--- config.mk ---
export PLATFORM = sky130hd
export DESIGN_NAME = dht_query_scheduler
export DESIGN_NICKNAME = d
export VERILOG_FILES = /design/src/rtl/dht_sched_pkg.sv /design/src/rtl/dht_holdoff_bank.sv /design/src/rtl/dht_query_scheduler.sv
export SDC_FILE = /design/constraint.sdc
export NUM_CORES = 1
export LEC_CHECK = 0
export CAP_MARGIN = 20
export CORE_MARGIN = 2
export CORE_UTILIZATION = 35
export CTS_BUF_LIST = sky130_fd_sc_hd__clkbuf_8
export CTS_CLUSTER_SIZE = 40
export DETAILED_ROUTE_END_ITERATION = 7
export PLACE_DENSITY_LB_ADDON = 0.25
export SLEW_MARGIN = 30
export SYNTH_ARGS = -nofsm -noshare
export SYNTH_HDL_FRONTEND = slang
export SYNTH_SLANG_ARGS = --single-unit
export TNS_END_PERCENT = 5
--- constraint.sdc ---
create_clock -name clk -period 10.1 [get_ports clk]
set_clock_uncertainty 0.2 [all_clocks]
set_input_delay 2.02 -clock clk [delete_from_list [all_inputs] [get_ports clk]]
set_output_delay 2.02 -clock clk [all_outputs]
set_load 0.01 [all_outputs]
--- src/rtl/dht_sched_pkg.sv ---
// Shared types and constants for the DHT11 query scheduler.
// Latency: n/a (declarations only).
// Backpressure: n/a.
// Contents: FSM state enum, response codes, host command encodings and
// the reader byte bundle captured on rd_done.
package dht_sched_pkg;

  typedef enum logic [2:0] {
    IDLE    = 3'd0,
    CHECK   = 3'd1,
    START   = 3'd2,
    WAIT_RD = 3'd3,
    EVAL    = 3'd4,
    RESPOND = 3'd5
  } state_t;

  localparam logic [7:0] RC_OK         = 8'h00;
  localparam logic [7:0] RC_SENSOR_ERR = 8'h01;
  localparam logic [7:0] RC_CSUM_ERR   = 8'h02;
  localparam logic [7:0] RC_TIMEOUT    = 8'h03;
  localparam logic [7:0] RC_BAD_SENSOR = 8'h04;
  localparam logic [7:0] RC_HOLDOFF    = 8'h05;
  localparam logic [7:0] RC_BAD_CMD    = 8'h06;

  localparam logic [1:0] CMD_TEMP = 2'd0;
  localparam logic [1:0] CMD_HUM  = 2'd1;
  localparam logic [1:0] CMD_CSUM = 2'd2;
  localparam logic [1:0] CMD_RSVD = 2'd3;

  typedef struct packed {
    logic [7:0] hum_int;
    logic [7:0] hum_float;
    logic [7:0] temp_int;
    logic [7:0] temp_float;
    logic [7:0] check_sum;
  } rd_bytes_t;

endpackage

--- src/rtl/dht_holdoff_bank.sv ---
// Per-sensor re-read holdoff counters.
// Latency: load visible on busy the cycle after load; decrement one per ms_tick.
// Backpressure: none; load and ms_tick are accepted every cycle.
// Ports: clk, reset_n (async, active-low), ms_tick (1 ms pulse),
//   load/load_idx (restart holdoff for one sensor), busy (counter nonzero).
module dht_holdoff_bank #(
  parameter int NUM_SENSORS = 4,
  parameter int SENSOR_W    = 5,
  parameter int HOLD_W      = 11,
  parameter int HOLDOFF_MS  = 2000
) (
  input  logic                   clk,
  input  logic                   reset_n,
  input  logic                   ms_tick,
  input  logic                   load,
  input  logic [SENSOR_W-1:0]    load_idx,
  output logic [NUM_SENSORS-1:0] busy
);

  logic [HOLD_W-1:0] cnt_q [NUM_SENSORS];
  logic [HOLD_W-1:0] cnt_d [NUM_SENSORS];

  always_comb begin
    for (int i = 0; i < NUM_SENSORS; i++) begin
      cnt_d[i] = cnt_q[i];
      busy[i]  = (cnt_q[i] != '0);
      // A load on the same cycle as ms_tick restarts the full interval.
      if (load && (load_idx == SENSOR_W'(i))) begin
        cnt_d[i] = HOLD_W'(HOLDOFF_MS);
      end else if (ms_tick && (cnt_q[i] != '0)) begin
        cnt_d[i] = cnt_q[i] - 1'b1;
      end
    end
  end

  always_ff @(posedge clk or negedge reset_n) begin
    if (!reset_n) begin
      for (int i = 0; i < NUM_SENSORS; i++) cnt_q[i] <= '0;
    end else begin
      for (int i = 0; i < NUM_SENSORS; i++) cnt_q[i] <= cnt_d[i];
    end
  end

endmodule

--- src/rtl/dht_query_scheduler.sv ---
// Sequences one DHT11 read per host query on the shared sensor reader.
// Latency: reject -> rsp_valid 2 cycles after request; read -> 2 cycles after rd_done.
// Backpressure: one query in flight; req_ready low until the response is taken.
// Ports: req_* (host query, valid/ready), rsp_* (coded response, valid/ready),
//   rd_* (reader start/select, done/error and data bytes), ms_tick (1 ms pulse).
module dht_query_scheduler
  import dht_sched_pkg::*;
#(
  parameter int NUM_SENSORS = 4,
  parameter int SENSOR_W    = 5,
  parameter int HOLDOFF_MS  = 2000,
  parameter int HOLD_W      = 11,
  parameter int TIMEOUT_CYC = 30000,
  parameter int TO_W        = 15
) (
  input  logic                clk,
  input  logic                reset_n,
  input  logic                ms_tick,
  input  logic                req_valid,
  output logic                req_ready,
  input  logic [SENSOR_W-1:0] req_sensor,
  input  logic [1:0]          req_cmd,
  output logic                rsp_valid,
  input  logic                rsp_ready,
  output logic [SENSOR_W-1:0] rsp_sensor,
  output logic [7:0]          rsp_code,
  output logic [15:0]         rsp_data,
  output logic                rd_start,
  output logic [SENSOR_W-1:0] rd_sensor,
  input  logic                rd_done,
  input  logic                rd_error,
  input  logic [7:0]          rd_hum_int,
  input  logic [7:0]          rd_hum_float,
  input  logic [7:0]          rd_temp_int,
  input  logic [7:0]          rd_temp_float,
  input  logic [7:0]          rd_check_sum
);

  state_t              state_q, state_d;
  logic [SENSOR_W-1:0] sensor_q, sensor_d;
  logic [1:0]          cmd_q, cmd_d;
  logic                rsp_valid_q, rsp_valid_d;
  logic [7:0]          rsp_code_q, rsp_code_d;
  logic [15:0]         rsp_data_q, rsp_data_d;
  logic [SENSOR_W-1:0] rsp_sensor_q, rsp_sensor_d;
  logic                rd_start_q, rd_start_d;
  logic [SENSOR_W-1:0] rd_sensor_q, rd_sensor_d;
  logic [TO_W-1:0]     wdog_q, wdog_d;
  rd_bytes_t           rd_bytes_q, rd_bytes_d;
  logic                rd_err_q, rd_err_d;

  logic                   hold_load;
  logic [NUM_SENSORS-1:0] hold_busy;
  logic                   sel_busy;
  logic [7:0]             csum_calc;
  logic [15:0]            sel_data;

  dht_holdoff_bank #(
    .NUM_SENSORS (NUM_SENSORS),
    .SENSOR_W    (SENSOR_W),
    .HOLD_W      (HOLD_W),
    .HOLDOFF_MS  (HOLDOFF_MS)
  ) u_holdoff (
    .clk      (clk),
    .reset_n  (reset_n),
    .ms_tick  (ms_tick),
    .load     (hold_load),
    .load_idx (sensor_q),
    .busy     (hold_busy)
  );

  assign req_ready  = (state_q == IDLE);
  assign rsp_valid  = rsp_valid_q;
  assign rsp_code   = rsp_code_q;
  assign rsp_data   = rsp_data_q;
  assign rsp_sensor = rsp_sensor_q;
  assign rd_start   = rd_start_q;
  assign rd_sensor  = rd_sensor_q;

  always_comb begin
    state_d      = state_q;
    sensor_d     = sensor_q;
    cmd_d        = cmd_q;
    rsp_valid_d  = rsp_valid_q;
    rsp_code_d   = rsp_code_q;
    rsp_data_d   = rsp_data_q;
    rsp_sensor_d = rsp_sensor_q;
    rd_start_d   = 1'b0;
    rd_sensor_d  = rd_sensor_q;
    wdog_d       = wdog_q;
    rd_bytes_d   = rd_bytes_q;
    rd_err_d     = rd_err_q;
    hold_load    = 1'b0;

    // Compare-based select keeps an out-of-range index from reaching the vector.
    sel_busy = 1'b0;
    for (int i = 0; i < NUM_SENSORS; i++) begin
      if (sensor_q == SENSOR_W'(i)) sel_busy = hold_busy[i];
    end

    csum_calc = rd_bytes_q.hum_int + rd_bytes_q.hum_float
              + rd_bytes_q.temp_int + rd_bytes_q.temp_float;

    case (cmd_q)
      CMD_TEMP: sel_data = {rd_bytes_q.temp_int, rd_bytes_q.temp_float};
      CMD_HUM:  sel_data = {rd_bytes_q.hum_int, rd_bytes_q.hum_float};
      CMD_CSUM: sel_data = {8'h00, rd_bytes_q.check_sum};
      default:  sel_data = 16'h0000;
    endcase

    case (state_q)
      IDLE: begin
        if (req_valid) begin
          sensor_d = req_sensor;
          cmd_d    = req_cmd;
          state_d  = CHECK;
        end
      end
      CHECK: begin
        rsp_sensor_d = sensor_q;
        rsp_data_d   = 16'h0000;
        if (sensor_q >= SENSOR_W'(NUM_SENSORS)) begin
          rsp_code_d  = RC_BAD_SENSOR;
          rsp_valid_d = 1'b1;
          state_d     = RESPOND;
        end else if (cmd_q == CMD_RSVD) begin
          rsp_code_d  = RC_BAD_CMD;
          rsp_valid_d = 1'b1;
          state_d     = RESPOND;
        end else if (sel_busy) begin
          rsp_code_d  = RC_HOLDOFF;
          rsp_valid_d = 1'b1;
          state_d     = RESPOND;
        end else begin
          rd_sensor_d = sensor_q;
          rd_start_d  = 1'b1;   // high for the single START cycle
          state_d     = START;
        end
      end
      START: begin
        wdog_d  = '0;
        state_d = WAIT_RD;
      end
      WAIT_RD: begin
        // Reader bytes are captured so EVAL does not depend on them staying put.
        if (rd_done) begin
          rd_bytes_d = '{rd_hum_int, rd_hum_float, rd_temp_int, rd_temp_float, rd_check_sum};
          rd_err_d   = rd_error;
          state_d    = EVAL;
        end else if (wdog_q == TO_W'(TIMEOUT_CYC - 1)) begin
          hold_load    = 1'b1;
          rsp_sensor_d = sensor_q;
          rsp_code_d   = RC_TIMEOUT;
          rsp_data_d   = 16'h0000;
          rsp_valid_d  = 1'b1;
          state_d      = RESPOND;
        end else begin
          wdog_d = wdog_q + 1'b1;
        end
      end
      EVAL: begin
        hold_load    = 1'b1;
        rsp_sensor_d = sensor_q;
        rsp_data_d   = sel_data;
        rsp_valid_d  = 1'b1;
        if (rd_err_q)                                rsp_code_d = RC_SENSOR_ERR;
        else if (csum_calc != rd_bytes_q.check_sum) rsp_code_d = RC_CSUM_ERR;
        else                                         rsp_code_d = RC_OK;
        state_d = RESPOND;
      end
      RESPOND: begin
        if (rsp_ready) begin
          rsp_valid_d = 1'b0;
          state_d     = IDLE;
        end
      end
      default: state_d = IDLE;
    endcase
  end

  always_ff @(posedge clk or negedge reset_n) begin
    if (!reset_n) begin
      state_q      <= IDLE;
      sensor_q     <= '0;
      cmd_q        <= '0;
      rsp_valid_q  <= 1'b0;
      rsp_code_q   <= '0;
      rsp_data_q   <= '0;
      rsp_sensor_q <= '0;
      rd_start_q   <= 1'b0;
      rd_sensor_q  <= '0;
      wdog_q       <= '0;
      rd_bytes_q   <= '0;
      rd_err_q     <= 1'b0;
    end else begin
      state_q      <= state_d;
      sensor_q     <= sensor_d;
      cmd_q        <= cmd_d;
      rsp_valid_q  <= rsp_valid_d;
      rsp_code_q   <= rsp_code_d;
      rsp_data_q   <= rsp_data_d;
      rsp_sensor_q <= rsp_sensor_d;
      rd_start_q   <= rd_start_d;
      rd_sensor_q  <= rd_sensor_d;
      wdog_q       <= wdog_d;
      rd_bytes_q   <= rd_bytes_d;
      rd_err_q     <= rd_err_d;
    end
  end

endmodule

==> Flow_metrics.wiki, run 1 <==
{| class="wikitable"
! Metric !! Value
|-
| Sequential fraction of the synthesis area || 0.484
|-
| Max_cap viols || 0
|-
| Post-route fraction of the period consumed by the critical path || 0.412
|-
| Cell type with the highest aggregate area in the netlist || sky130_fd_sc_hd__dfrtp_1
|-
| CTS tree || built
|-
| Final estimated routing congestion in global placement || around 0.77
|-
| Residual antenna-violating net count after detailed routing || 0
|-
| Post-synthesis cell area || 7290 um2
|-
| Number of buffers created by CTS || 17
|-
| Power consumption || between 2000 and 2500 uW
|-
| H-Tree Depth || 4
|-
| Setup Buffers After CTS || 0
|-
| Clock transition at path regs || ~90 ps
|-
| Cell Pwr Density || 248 nW/um2
|-
| Cell count after synthesis || just under 700
|-
| Cell types occupying the most area after synthesis || sky130_fd_sc_hd__dfrtp_1 (48%), sky130_fd_sc_hd__mux2_2 (8.3%), sky130_fd_sc_hd__xnor2_1 (4.4%)
|-
| Largest buffer count on any clock path || 2
|-
| Horizontal die dimension || roughly 150 um
|-
| Setup crit start kind || register
|-
| Final HPWL from detailed placement || approximately 11 mm
|-
| Post-route minimum period || 4160 ps
|-
| Slew @ Worst Pin || about 900 ps
|-
| First-pass GRT wire length || around 27 mm
|-
| Standard-cell row count || 52
|-
| Number of antenna violations at the first check in global routing || 2
|-
| Layout cells sized above 1 || 0.131
|-
| Worst path max stage delay || ~620 ps
|-
| Setup repair after global routing missed its margin || no
|-
| Sequential cell fraction of total power || 0.413
|-
| Most used flip-flop cell after synthesis || sky130_fd_sc_hd__dfrtp_1
|-
| Seq cells post-synth || around 140
|-
| Max Fclk || 0.240 GHz
|-
| Power spent charging and discharging nets || 814 uW
|-
| Worst setup path class || reg -> out
|-
| Buffers and inverters on the worst path || 1
|-
| Number of hold violations in the final report || 0
|-
| Endpoint required time on the critical path || between 7000 and 8000 ps
|-
| Clock latency of the later-clocked register in the worst-skew pair || about 450 ps
|-
| I/O pin count || around 90
|-
| Global Route Usage Sum || 0.158
|-
| Initial Utilization || 0.358
|-
| Router iterations before antenna repair || 4
|-
| Outcome || completed
|-
| Via count || 5,035
|-
| Arr. time, crit path || ~1900 ps
|-
| DRC violation count after routing || 0
|-
| Worst-path cell with the longest stage delay || sky130_fd_sc_hd__dfrtp_1
|-
| Pre-CTS WS || between 5000 and 6000 ps
|-
| CTS root buf || sky130_fd_sc_hd__clkbuf_8
|-
| Setup slack of the critical path after layout || a little under 6000 ps
|-
| Drt first-iter violations || 240
|-
| PostCTS Resize Cnt || 0
|-
| Slew HR || 0.393
|-
| Hold buffer count at cts || 0
|-
| Number of antenna repair diodes || 0
|-
| Number of setup violations in the final report || 0
|-
| Total congestion overflow || 0
|-
| Count of unique library cells instantiated by Yosys || 61
|-
| Part of the total power dissipated in the clock network || 0.227
|-
| Internal Power || 1380 uW
|-
| Die area || approximately 22,000 um2
|-
| Crit path cell chain || nor3_1 -> clkdlybuf4s50_1
|-
| Fin. max-slew vios || 0
|-
| Synth Area per Inst || around 11 um2
|-
| Crit end category || output port
|-
| Fraction of power spent switching nets || 0.371
|-
| Cell leakage power || around 0.0038 uW
|-
| Post-Place Cell Area || between 8000 and 9000 um2
|-
| Logic pwr share || 0.361
|-
| Floorplan Core Area || 20,400 um2
|-
| Tightest Hold Check Type || reg -> reg
|-
| Post-detailed-route wirelength per cell || 15.4 um
|-
| Cell family contributing the most delay on the critical path || flip-flops
|-
| Area overhead of the layout relative to synthesis || 21.1%
|-
| Total clock sinks || ~140
|-
| Pin count of the biggest net entering global routing || between 70 and 80
|-
| Number of global-route vias before repair || between 5,000 and 6,000
|-
| Fraction of registers with async set/reset || 1.00
|-
| Buffers on Ports || 85
|-
| Number of synthesized flops with an enable pin || 0
|-
| Finished layout cell area || 8830 um2
|-
| Portion of synthesized cell area occupied by the leading cell type || 0.484
|-
| Filler Cell Count || just under 2,000
|-
| Total wire length after detailed routing || ~16 mm
|-
| Setup TNS || 0 ps
|-
| Floorplan die height || 148 um
|-
| VDD IR max || roughly 0.096 mV
|-
| # nets final || roughly 840
|-
| Area of combinational cells with multiple inputs || about 3500 um2
|-
| Largest fanout on the critical path || 18
|-
| Number of warnings printed during yosys synthesis || 0
|-
| Sequential cell area in the final layout || about 3500 um2
|-
| Core occupancy in the finished layout || 0.433
|-
| Via density per instance || 4.83
|}
[cell type report]
class                      count  area share
sequential                   141       0.400
inverter                      31      0.0132
timing repair buffer          89      0.0999
multi-input combinational    479       0.400
tap                          270      0.0383
clock buffer                  18      0.0281
clock inverter                14      0.0207
[power by group through the flow]
stage	clock network (uW)	registers (uW)	logic (uW)
global route	538	935	891
detailed placement	0	912	796
finish	496	904	790
floorplan	0	857	588
CTS	512	904	801
global placement	0	913	786
[sequential cells by signal (all words and copies together), names as in the netlist]
name,cells
u_holdoff.cnt_q,44
wdog_q,15
rsp_data,16
rd_start,1
rsp_code,3
rd_bytes_q,40
cmd_q,2
state_q,3
rd_err_q,1
rd_sensor,5
rsp_valid,1
sensor_q,5
rsp_sensor,5
[cells by family (layout without fill, tap and decap cells)]
family | Yosys count | after routing | synth area share
flops | 141 | 141 | 0.484
buf+inv | 61 | 152 | 0.0359
fa+ha+maj | 26 | 26 | 0.0590
simple gates | 227 | 227 | 0.161
compound gates | 89 | 89 | 0.0791
mux | 71 | 71 | 0.107
xor+xnor | 61 | 61 | 0.0733
other cells | 1 | 5 | 0.000514
[cells in the final DEF, fill, tap and decap left out, types with 4 or more instances in the layout]
cell type / instances
sky130_fd_sc_hd__a211oi_1: 5
sky130_fd_sc_hd__a21oi_1: 17
sky130_fd_sc_hd__a22o_1: 10
sky130_fd_sc_hd__and2_1: 5
sky130_fd_sc_hd__buf_4: 4
sky130_fd_sc_hd__clkbuf_8: 18
sky130_fd_sc_hd__clkdlybuf4s50_1: 84
sky130_fd_sc_hd__clkinvlp_4: 4
sky130_fd_sc_hd__conb_1: 5
sky130_fd_sc_hd__dfrtp_1: 141
sky130_fd_sc_hd__fa_1: 14
sky130_fd_sc_hd__ha_1: 12
sky130_fd_sc_hd__inv_1: 31
sky130_fd_sc_hd__mux2_2: 54
sky130_fd_sc_hd__mux2i_1: 16
sky130_fd_sc_hd__nand2_1: 55
sky130_fd_sc_hd__nand2b_1: 16
sky130_fd_sc_hd__nand3_1: 12
sky130_fd_sc_hd__nand4_1: 7
sky130_fd_sc_hd__nor2_1: 58
sky130_fd_sc_hd__nor2b_1: 5
sky130_fd_sc_hd__nor3_1: 16
sky130_fd_sc_hd__nor4_1: 11
sky130_fd_sc_hd__o21ai_0: 33
sky130_fd_sc_hd__or3_1: 10
sky130_fd_sc_hd__or4_1: 4
sky130_fd_sc_hd__xnor2_1: 37
sky130_fd_sc_hd__xor2_1: 24
[metrics by stage]
step	hold WS [ps]	instances
after floorplan	249	681
after global placement	264	1010
after detailed placement	266	1010
after CTS	285	1042
after global routing	316	1042
final	284	1042
[worst reg2reg max path, delay by kind of cell, from the launching register on]
kind                     cells  cell delay [ps]
XOR/XNOR                     2              310
flip-flops                   1              420
adder cells (fa/ha/maj)      4             1550
AND/OR/NAND/NOR              2              500
buffers and inverters        3              180
AO/OA/AOI/OAI                2              410
[Yosys cell counts, types with 2 or more instances]
| master | count |
|---|---|
| sky130_fd_sc_hd__a211oi_1 | 5 |
| sky130_fd_sc_hd__a21o_1 | 3 |
| sky130_fd_sc_hd__a21oi_1 | 17 |
| sky130_fd_sc_hd__a22o_1 | 10 |
| sky130_fd_sc_hd__a31oi_1 | 3 |
| sky130_fd_sc_hd__a41oi_1 | 2 |
| sky130_fd_sc_hd__and2_1 | 5 |
| sky130_fd_sc_hd__and3_1 | 3 |
| sky130_fd_sc_hd__and4_1 | 2 |
| sky130_fd_sc_hd__buf_1 | 7 |
| sky130_fd_sc_hd__buf_2 | 4 |
| sky130_fd_sc_hd__buf_4 | 7 |
| sky130_fd_sc_hd__clkbuf_1 | 11 |
| sky130_fd_sc_hd__dfrtp_1 | 141 |
| sky130_fd_sc_hd__fa_1 | 14 |
| sky130_fd_sc_hd__ha_1 | 12 |
| sky130_fd_sc_hd__inv_1 | 31 |
| sky130_fd_sc_hd__mux2_2 | 54 |
| sky130_fd_sc_hd__mux2i_1 | 16 |
| sky130_fd_sc_hd__nand2_1 | 55 |
| sky130_fd_sc_hd__nand2b_1 | 16 |
| sky130_fd_sc_hd__nand3_1 | 13 |
| sky130_fd_sc_hd__nand4_1 | 7 |
| sky130_fd_sc_hd__nand4b_1 | 3 |
| sky130_fd_sc_hd__nor2_1 | 58 |
| sky130_fd_sc_hd__nor2b_1 | 5 |
| sky130_fd_sc_hd__nor3_1 | 16 |
| sky130_fd_sc_hd__nor3_2 | 3 |
| sky130_fd_sc_hd__nor3b_1 | 4 |
| sky130_fd_sc_hd__nor4_1 | 11 |
| sky130_fd_sc_hd__nor4b_1 | 2 |
| sky130_fd_sc_hd__o211ai_1 | 2 |
| sky130_fd_sc_hd__o21a_1 | 2 |
| sky130_fd_sc_hd__o21ai_0 | 33 |
| sky130_fd_sc_hd__o21bai_1 | 2 |
| sky130_fd_sc_hd__or2_2 | 2 |
| sky130_fd_sc_hd__or3_1 | 10 |
| sky130_fd_sc_hd__or4_1 | 4 |
| sky130_fd_sc_hd__xnor2_1 | 37 |
| sky130_fd_sc_hd__xor2_1 | 24 |
[final timing paths]
| path | endpoint | startpoint | depth (start not counted) | slack [ps] |
|---|---|---|---|---|
| max | req_ready | state_q[0] | 2 | 5940 |
| min | u_holdoff.cnt_q[32] | u_holdoff.cnt_q[32] | 1 | 280 |
| min reg2reg | u_holdoff.cnt_q[32] | u_holdoff.cnt_q[32] | 1 | 280 |
| min in group asynchronous | u_holdoff.cnt_q[35] | reset_n | 1 | 1390 |
| max in group asynchronous | rd_sensor[0] | reset_n | 2 | 6980 |
| max reg2reg | rsp_code[1] | rd_bytes_q[9] | 13 | 6410 |
[layer usage]
metal	up-vias	global-route usage	share of wire
met3	14	0.0448	0.043
met4	2	0.0386	0.0084
met2	87	0.250	0.47
met5	-	0	0.00081
li1	2504	-	-
met1	2428	0.216	0.48
Power figures use the tool's default switching activity.
==> inputs of run 2 (changes only) <==
clock period = 4.35 ns   (was 10.1 ns; I/O delays follow)
==> run 2 against run 1 <==
  * Combinational power grew 130%
  * Worst hold slack lost 42 ps
  * Cell count grew 0.19%
  * First-iteration DRC count shrank 14%
  * Non-clock buffer count grew 2
  * Count of clock-buffer cells in the layout shrank 1
  * Worst setup slack lost 5200 ps
==> Flow_metrics.wiki, run 2 (synthesis gave the netlist of run 1 again) <==
{| class="wikitable"
! Metric !! Value
|-
| Core occupancy in the finished layout || 0.432 (was 0.433)
|-
| Outcome || completed (unchanged)
|-
| Number of global-route vias before repair || 5,175 (was 5,236)
|-
| DRC violation count after routing || 0 (unchanged)
|-
| Register containing the most flip-flops in the final layout || u_holdoff.cnt_q (unchanged)
|-
| Total wire length after detailed routing || 16.1 mm (was 16.0 mm)
|-
| Fin. max-slew vios || 0 (unchanged)
|-
| Logic pwr share || 0.369 (was 0.361)
|-
| Buffers and inverters on the worst path || 3 (was 1)
|-
| Largest buffer count on any clock path || 2 (unchanged)
|-
| Total clock sinks || 141 (unchanged)
|-
| Number of hold violations in the final report || 0 (unchanged)
|-
| I/O pin count || 91 (unchanged)
|-
| PostCTS Resize Cnt || 0 (unchanged)
|-
| Buffers on Ports || 85 (unchanged)
|-
| Number of antenna violations at the first check in global routing || 1 (was 2)
|-
| H-Tree Depth || 4 (unchanged)
|-
| Number of antenna repair diodes || 0 (unchanged)
|-
| Clock latency of the later-clocked register in the worst-skew pair || 470 ps (was 450 ps)
|-
| Final estimated routing congestion in global placement || 0.752 (was 0.767)
|-
| Layout cells sized above 1 || 0.134 (was 0.131)
|-
| Top library cells by usage in the layout, fill and taps aside || sky130_fd_sc_hd__dfrtp_1 (141), sky130_fd_sc_hd__clkdlybuf4s50_1 (84), sky130_fd_sc_hd__nor2_1 (57), sky130_fd_sc_hd__nand2_1 (55), sky130_fd_sc_hd__mux2_2 (54) (was sky130_fd_sc_hd__dfrtp_1 (141), sky130_fd_sc_hd__clkdlybuf4s50_1 (84), sky130_fd_sc_hd__nor2_1 (58), sky130_fd_sc_hd__nand2_1 (55), sky130_fd_sc_hd__mux2_2 (54))
|-
| Hold buffer count at cts || 0 (unchanged)
|-
| Setup Buffers After CTS || 0 (unchanged)
|-
| Power spent charging and discharging nets || 1900 uW (was 814 uW)
|-
| Post-route minimum period || between 3000 and 4000 ps
|-
| Setup crit start kind || register (unchanged)
|-
| Endpoint required time on the critical path || 4490 ps (was 7880 ps)
|-
| Post-route fraction of the period consumed by the critical path || 0.820
|-
| Cell Pwr Density || 566 nW/um2 (was 248 nW/um2)
|-
| VDD IR max || 0.212 mV (was 0.0961 mV)
|-
| Clock transition at path regs || 90 ps (about the same)
|-
| Via density per instance || 4.90 (was 4.83)
|-
| Slew @ Worst Pin || 868 ps (was 899 ps)
|-
| Cell leakage power || 0.00376 uW (was 0.00377 uW)
|-
| Sequential cell fraction of total power || 0.419 (was 0.413)
|-
| CTS tree || built (unchanged)
|-
| Filler Cell Count || 1,949 (was 1,927)
|-
| Initial Utilization || 0.358 (unchanged)
|-
| Crit end category || register (was output port)
|-
| Floorplan die height || 148 um (unchanged)
|-
| Largest fanout on the critical path || 3 (was 18)
|-
| Via count || 5,118 (was 5,035)
|-
| Die area || 22,000 um2 (unchanged)
|-
| Number of buffers created by CTS || 17 (unchanged)
|-
| Worst path max stage delay || 540 ps (was 620 ps)
|-
| Floorplan Core Area || 20,400 um2 (unchanged)
|-
| Power consumption || 4980 uW (was 2190 uW)
|-
| Cell family contributing the most delay on the critical path || adder cells (was flip-flops)
|-
| CTS root buf || sky130_fd_sc_hd__clkbuf_8 (unchanged)
|-
| Fraction of power spent switching nets || 0.383 (was 0.371)
|-
| Total congestion overflow || 0 (unchanged)
|-
| Number of setup violations in the final report || 0 (unchanged)
|-
| Global Route Usage Sum || 0.156 (was 0.158)
|-
| Setup repair after global routing missed its margin || no (unchanged)
|-
| Worst-path cell with the longest stage delay || sky130_fd_sc_hd__fa_1 (was sky130_fd_sc_hd__dfrtp_1)
|-
| Max_cap viols || 0 (unchanged)
|-
| Most frequent standard cell in the layout excluding fill and tap cells || sky130_fd_sc_hd__dfrtp_1 (unchanged)
|-
| Final HPWL from detailed placement || 11.3 mm (was 11.2 mm)
|-
| Setup TNS || 0 ps (unchanged)
|-
| Arr. time, crit path || 3710 ps (was 1940 ps)
|-
| Standard-cell row count || 52 (unchanged)
|-
| Horizontal die dimension || 148 um (unchanged)
|-
| Residual antenna-violating net count after detailed routing || 0 (unchanged)
|-
| Part of the total power dissipated in the clock network || 0.212 (was 0.227)
|-
| Area overhead of the layout relative to synthesis || 20.6% (was 21.1%)
|-
| Post-detailed-route wirelength per cell || 15.4 um (about the same)
|-
| Area of combinational cells with multiple inputs || 3530 um2 (about the same)
|-
| Sequential cell area in the final layout || 3530 um2 (unchanged)
|-
| Max Fclk || ~0.28 GHz
|-
| Tightest Hold Check Type || in -> async (was reg -> reg)
|-
| # nets final || 841 (was 839)
|-
| Pin count of the biggest net entering global routing || 82 (was 78)
|-
| Crit path cell chain || fa_1 -> inv_1 -> fa_1 -> inv_1 -> ha_1 -> inv_1 -> fa_1 -> xor2_1 -> xnor2_1 -> nor4_1 -> nand3_1 -> o31ai_1 -> a31oi_1 (was nor3_1 -> clkdlybuf4s50_1)
|-
| First-pass GRT wire length || 27.0 mm (was 27.3 mm)
|-
| Internal Power || 3070 uW (was 1380 uW)
|-
| Slew HR || 0.413 (was 0.393)
|-
| Worst setup path class || reg -> reg (was reg -> out)
|-
| Drt first-iter violations || 207 (was 240)
|-
| Router iterations before antenna repair || 5 (was 4)
|-
| Flip-flop count of the largest register, all copies and words added || 44 (unchanged)
|}
==> run 2: routing by layer <==
metal	GRT usage	part of all wire	vias up
met5	0	0	-
met4	0.0386	0.011	0
met3	0.0433	0.041	12
met2	0.250	0.47	84
met1	0.212	0.48	2514
li1	-	-	2508
==> run 2: power groups by stage <==
stage	Combinational, uW	Sequential (uW)	Clock (uW)
detailed placement	1860	2100	0
finish	1840	2090	1050
CTS	1870	2090	1080
global route	2070	2150	1130
global placement	1830	2110	0
floorplan	1370	1990	0
==> run 2: final cells by class <==
cell class	instances	area share
Clock buffer	17	0.0266
Clock inverter	15	0.0174
Inverter	31	0.0132
Multi-Input combinational cell	479	0.401
Sequential cell	141	0.401
Tap cell	270	0.0384
Timing Repair Buffer	91	0.102
==> run 2: path summary, 6_finish.rpt <==
path	start	cells past startpoint	end	slack (ps)
worst max-delay path	rd_bytes_q[9]	13	rsp_code[1]	780
worst min-delay path	reset_n	1	u_holdoff.cnt_q[34]	240
worst max register to register	rd_bytes_q[9]	13	rsp_code[1]	780
worst min register to register	u_holdoff.cnt_q[32]	1	u_holdoff.cnt_q[32]	280
max in group asynchronous	reset_n	2	wdog_q[3]	2760
min in group clk	u_holdoff.cnt_q[32]	1	u_holdoff.cnt_q[32]	280
==> run 2: worst reg2reg max path, cell delays in order, from the launching register on <==
cell	delay, ps
sky130_fd_sc_hd__dfrtp_1	410
sky130_fd_sc_hd__fa_1	540
sky130_fd_sc_hd__inv_1	50
sky130_fd_sc_hd__fa_1	430
sky130_fd_sc_hd__inv_1	70
sky130_fd_sc_hd__ha_1	170
sky130_fd_sc_hd__inv_1	60
sky130_fd_sc_hd__fa_1	380
sky130_fd_sc_hd__xor2_1	160
sky130_fd_sc_hd__xnor2_1	120
sky130_fd_sc_hd__nor4_1	350
sky130_fd_sc_hd__nand3_1	130
sky130_fd_sc_hd__o31ai_1	260
sky130_fd_sc_hd__a31oi_1	110
==> run 2: stage by stage <==
step	setup WS [ps]	cell area (um2)	std cells	hold WS (ps)
after floorplan	1090	7310	681	249
after global placement	773	8410	1012	264
after detailed placement	731	8410	1012	266
after CTS	756	8790	1044	264
after global routing	545	8790	1044	303
final	783	8790	1044	242
==> inputs of run 3 (changes only) <==
clock period = 3.2 ns   (was 4.35 ns; I/O delays follow)
==> run 3 against run 2 <==
  * The flow now finishes with violations (negative setup slack)
  * Routed wire length is 0.32% lower
  * Via count is 0.12% lower
  * Critical path depth is 1 lower
==> Flow_metrics.wiki, run 3 (synthesis gave the netlist of run 1 again) <==
{| class="wikitable"
! Metric !! Value
|-
| Total clock sinks || 141 (unchanged)
|-
| Residual antenna-violating net count after detailed routing || 0 (unchanged)
|-
| Worst path max stage delay || 580 ps (was 540 ps)
|-
| Drt first-iter violations || 248 (was 207)
|-
| Tightest Hold Check Type || reg -> reg (was in -> async)
|-
| Number of antenna repair diodes || 0 (unchanged)
|-
| Most frequent standard cell in the layout excluding fill and tap cells || sky130_fd_sc_hd__dfrtp_1 (unchanged)
|-
| Slew @ Worst Pin || 721 ps (was 868 ps)
|-
| Post-detailed-route wirelength per cell || 15.1 um (was 15.4 um)
|-
| First-pass GRT wire length || 27.6 mm (was 27.0 mm)
|-
| Endpoint of the most critical register-to-register path || rsp_code[1] (unchanged)
|-
| Fraction of power spent switching nets || 0.373 (was 0.383)
|-
| Internal Power || 4350 uW (was 3070 uW)
|-
| Register-to-Register Setup Slack || -130 ps (was 780 ps)
|-
| Number of stages on the worst hold path || 1
|-
| DRC violation count after routing || 0 (unchanged)
|-
| Crit end category || register (unchanged)
|-
| Placed Cells incl. Taps || 1,029 (was 1,012)
|-
| Fin. max-slew vios || 0 (unchanged)
|-
| I/O pin count || 91 (unchanged)
|-
| Number of hold violations in the final report || 0 (unchanged)
|-
| Via count || 5,112 (was 5,118)
|-
| CTS root buf || sky130_fd_sc_hd__clkbuf_8 (unchanged)
|-
| Logic pwr share || 0.381 (was 0.369)
|-
| Layout cells sized above 1 || 0.161 (was 0.134)
|-
| Number of global-route vias before repair || 5,358 (was 5,175)
|-
| Worst setup path class || reg -> reg (unchanged)
|-
| Floorplan Core Area || 20,400 um2 (unchanged)
|-
| Register containing the most flip-flops in the final layout || u_holdoff.cnt_q (unchanged)
|-
| Clock transition at path regs || 80 ps (was 90 ps)
|-
| Total congestion overflow || 0 (unchanged)
|-
| Logic depth of the worst register-to-register path || 12 (was 13)
|-
| Pre-CTS WS || -181 ps (was 731 ps)
|-
| CTS tree || built (unchanged)
|-
| Flip-flop count of the largest register, all copies and words added || 44 (unchanged)
|-
| # nets final || 860 (was 841)
|-
| Horizontal die dimension || 148 um (unchanged)
|-
| Buffers on Ports || 85 (unchanged)
|-
| Part of the total power dissipated in the clock network || 0.212 (about the same)
|-
| Setup slack of the critical path after layout || -128 ps (was 783 ps)
|-
| Filler Cell Count || 1,923 (was 1,949)
|-
| Number of setup violations in the final report || 1 (was 0)
|-
| Router iterations before antenna repair || 4 (was 5)
|-
| Power spent charging and discharging nets || 2580 uW (was 1900 uW)
|-
| Pin count of the biggest net entering global routing || 64 (was 82)
|-
| Sequential cell fraction of total power || 0.407 (was 0.419)
|-
| Number of buffers created by CTS || 17 (unchanged)
|-
| Setup repair after global routing missed its margin || yes (was no)
|-
| Max Fclk || 0.300 GHz (was 0.280 GHz)
|-
| Total wire length after detailed routing || 16.0 mm (was 16.1 mm)
|-
| Arr. time, crit path || 3450 ps (was 3710 ps)
|-
| Final std cells w/o fill || 1,063 (was 1,044)
|-
| Top library cells by usage in the layout, fill and taps aside || sky130_fd_sc_hd__dfrtp_1 (141), sky130_fd_sc_hd__clkdlybuf4s50_1 (84), sky130_fd_sc_hd__nor2_1 (57), sky130_fd_sc_hd__nand2_1 (55), sky130_fd_sc_hd__mux2_2 (54) (unchanged)
|-
| Cell leakage power || 0.00388 uW (was 0.00376 uW)
|-
| Worst hold endpoint || u_holdoff.cnt_q[32]
|-
| Floorplan die height || 148 um (unchanged)
|-
| Outcome || finished with violations (was completed)
|-
| Final HPWL from detailed placement || 11.5 mm (was 11.3 mm)
|-
| Clock latency of the later-clocked register in the worst-skew pair || 450 ps (was 470 ps)
|-
| Global Route Usage Sum || 0.159 (was 0.156)
|-
| Number of antenna violations at the first check in global routing || 1 (unchanged)
|-
| Post-route minimum period || 3330 ps (was 3570 ps)
|-
| Area overhead of the layout relative to synthesis || 23.7% (was 20.6%)
|-
| Worst-path cell with the longest stage delay || sky130_fd_sc_hd__fa_2 (was sky130_fd_sc_hd__fa_1)
|-
| Die area || 22,000 um2 (unchanged)
|-
| Standard-cell row count || 52 (unchanged)
|-
| Initial Utilization || 0.358 (unchanged)
|-
| Core occupancy in the finished layout || 0.443 (was 0.432)
|-
| Setup crit start kind || register (unchanged)
|-
| Source of the worst register-to-register timing path || rd_bytes_q[25] (was rd_bytes_q[9])
|-
| Largest fanout on the critical path || 2 (was 3)
|-
| Post-route fraction of the period consumed by the critical path || 1.04 (was 0.820)
|-
| Final hold slack || 279 ps (was 242 ps)
|-
| Max_cap viols || 0 (unchanged)
|-
| Origin of the worst min-delay path || u_holdoff.cnt_q[32]
|-
| Crit path cell chain || fa_1 -> inv_1 -> fa_1 -> inv_1 -> ha_2 -> inv_2 -> fa_2 -> xnor2_2 -> nor4_2 -> nand3_1 -> o31ai_2 -> a31oi_1 (was fa_1 -> inv_1 -> fa_1 -> inv_1 -> ha_1 -> inv_1 -> fa_1 -> xor2_1 -> xnor2_1 -> nor4_1 -> nand3_1 -> o31ai_1 -> a31oi_1)
|-
| Via density per instance || 4.81 (was 4.90)
|-
| Endpoint required time on the critical path || 3320 ps (was 4490 ps)
|-
| Violations in the final reports || negative setup slack
|-
| Final estimated routing congestion in global placement || 0.799 (was 0.752)
|-
| H-Tree Depth || 4 (unchanged)
|-
| Slew HR || 0.518 (was 0.413)
|-
| VDD IR max || 0.361 mV (was 0.212 mV)
|-
| Cell Pwr Density || 769 nW/um2 (was 566 nW/um2)
|-
| Largest buffer count on any clock path || 2 (unchanged)
|-
| Setup TNS || -128 ps (was 0 ps)
|}
## run 3: cell count changes in the layout (fill, tap and decap cells not counted), sizes merged
cell,delta
inv,-5
clkbuf,+2
bufinv,+1
buf,+18
dlygate4sd3,+1
clkinv,+2
## run 3: final cells by class
cell class                      count  area (um2)  area share
Inverter                           31         116      0.0129
Sequential cell                   141        3530       0.391
Tap cell                          270         338      0.0375
Timing Repair Buffer              110        1070       0.118
Multi-Input combinational cell    479        3560       0.395
Clock buffer                       19         262      0.0290
Clock inverter                     13         143      0.0158
## run 3: through the flow
step / total power (uW) / area [um2]
floorplan: 4560 / 7310
global placement: 5430 / 8560
detailed placement: 5440 / 8560
CTS: 6960 / 8980
global route: 7480 / 9020
finish: 6930 / 9020
## run 3: power groups by stage
stage / registers [uW] / logic (uW) / clock network, uW
final: 2820 / 2640 / 1470
after global routing: 2910 / 2980 / 1590
after CTS: 2830 / 2630 / 1500
after detailed placement: 2850 / 2590 / 0
after global placement: 2850 / 2580 / 0
after floorplan: 2710 / 1860 / 0
## run 3: how the worst max path moves through the flow
stage / startpoint / end / depth (start not counted)
after global routing: rd_bytes_q[25] / rsp_code[1] / 12
after detailed placement: rd_bytes_q[9] / rsp_code[1] / 12
after floorplan: rd_bytes_q[9] / rsp_code[1] / 13
after CTS: rd_bytes_q[9] / rsp_code[1] / 13
final: rd_bytes_q[25] / rsp_code[1] / 12
after global placement: rd_bytes_q[9] / rsp_code[1] / 12
## run 3: per-layer routing
layer  track usage  part of all wire  up-vias
li1              -                 -     2534
met1         0.218              0.48     2476
met2         0.249              0.47       86
met3        0.0445             0.040       16
met4        0.0414             0.014        0
met5             0                 0        -
## run 3: critical path, delay by kind of cell, from the launching register on
kind | cells | cell delay (ps)
adders and majority gates | 4 | 1710
DFF | 1 | 410
and+or+nand+nor | 2 | 330
AOI/OAI and AO/OA | 2 | 320
buffers and inverters | 3 | 160
xor gates and xnor gates | 1 | 70
## run 3: timing repair
action,CTS,global route
endpoints found under the hold margin,61,0
gates resized for setup,2,5
endpoints found under the setup margin,1,6
buffers inserted,0,1
hold buffers,1,0
pin swaps,2,7
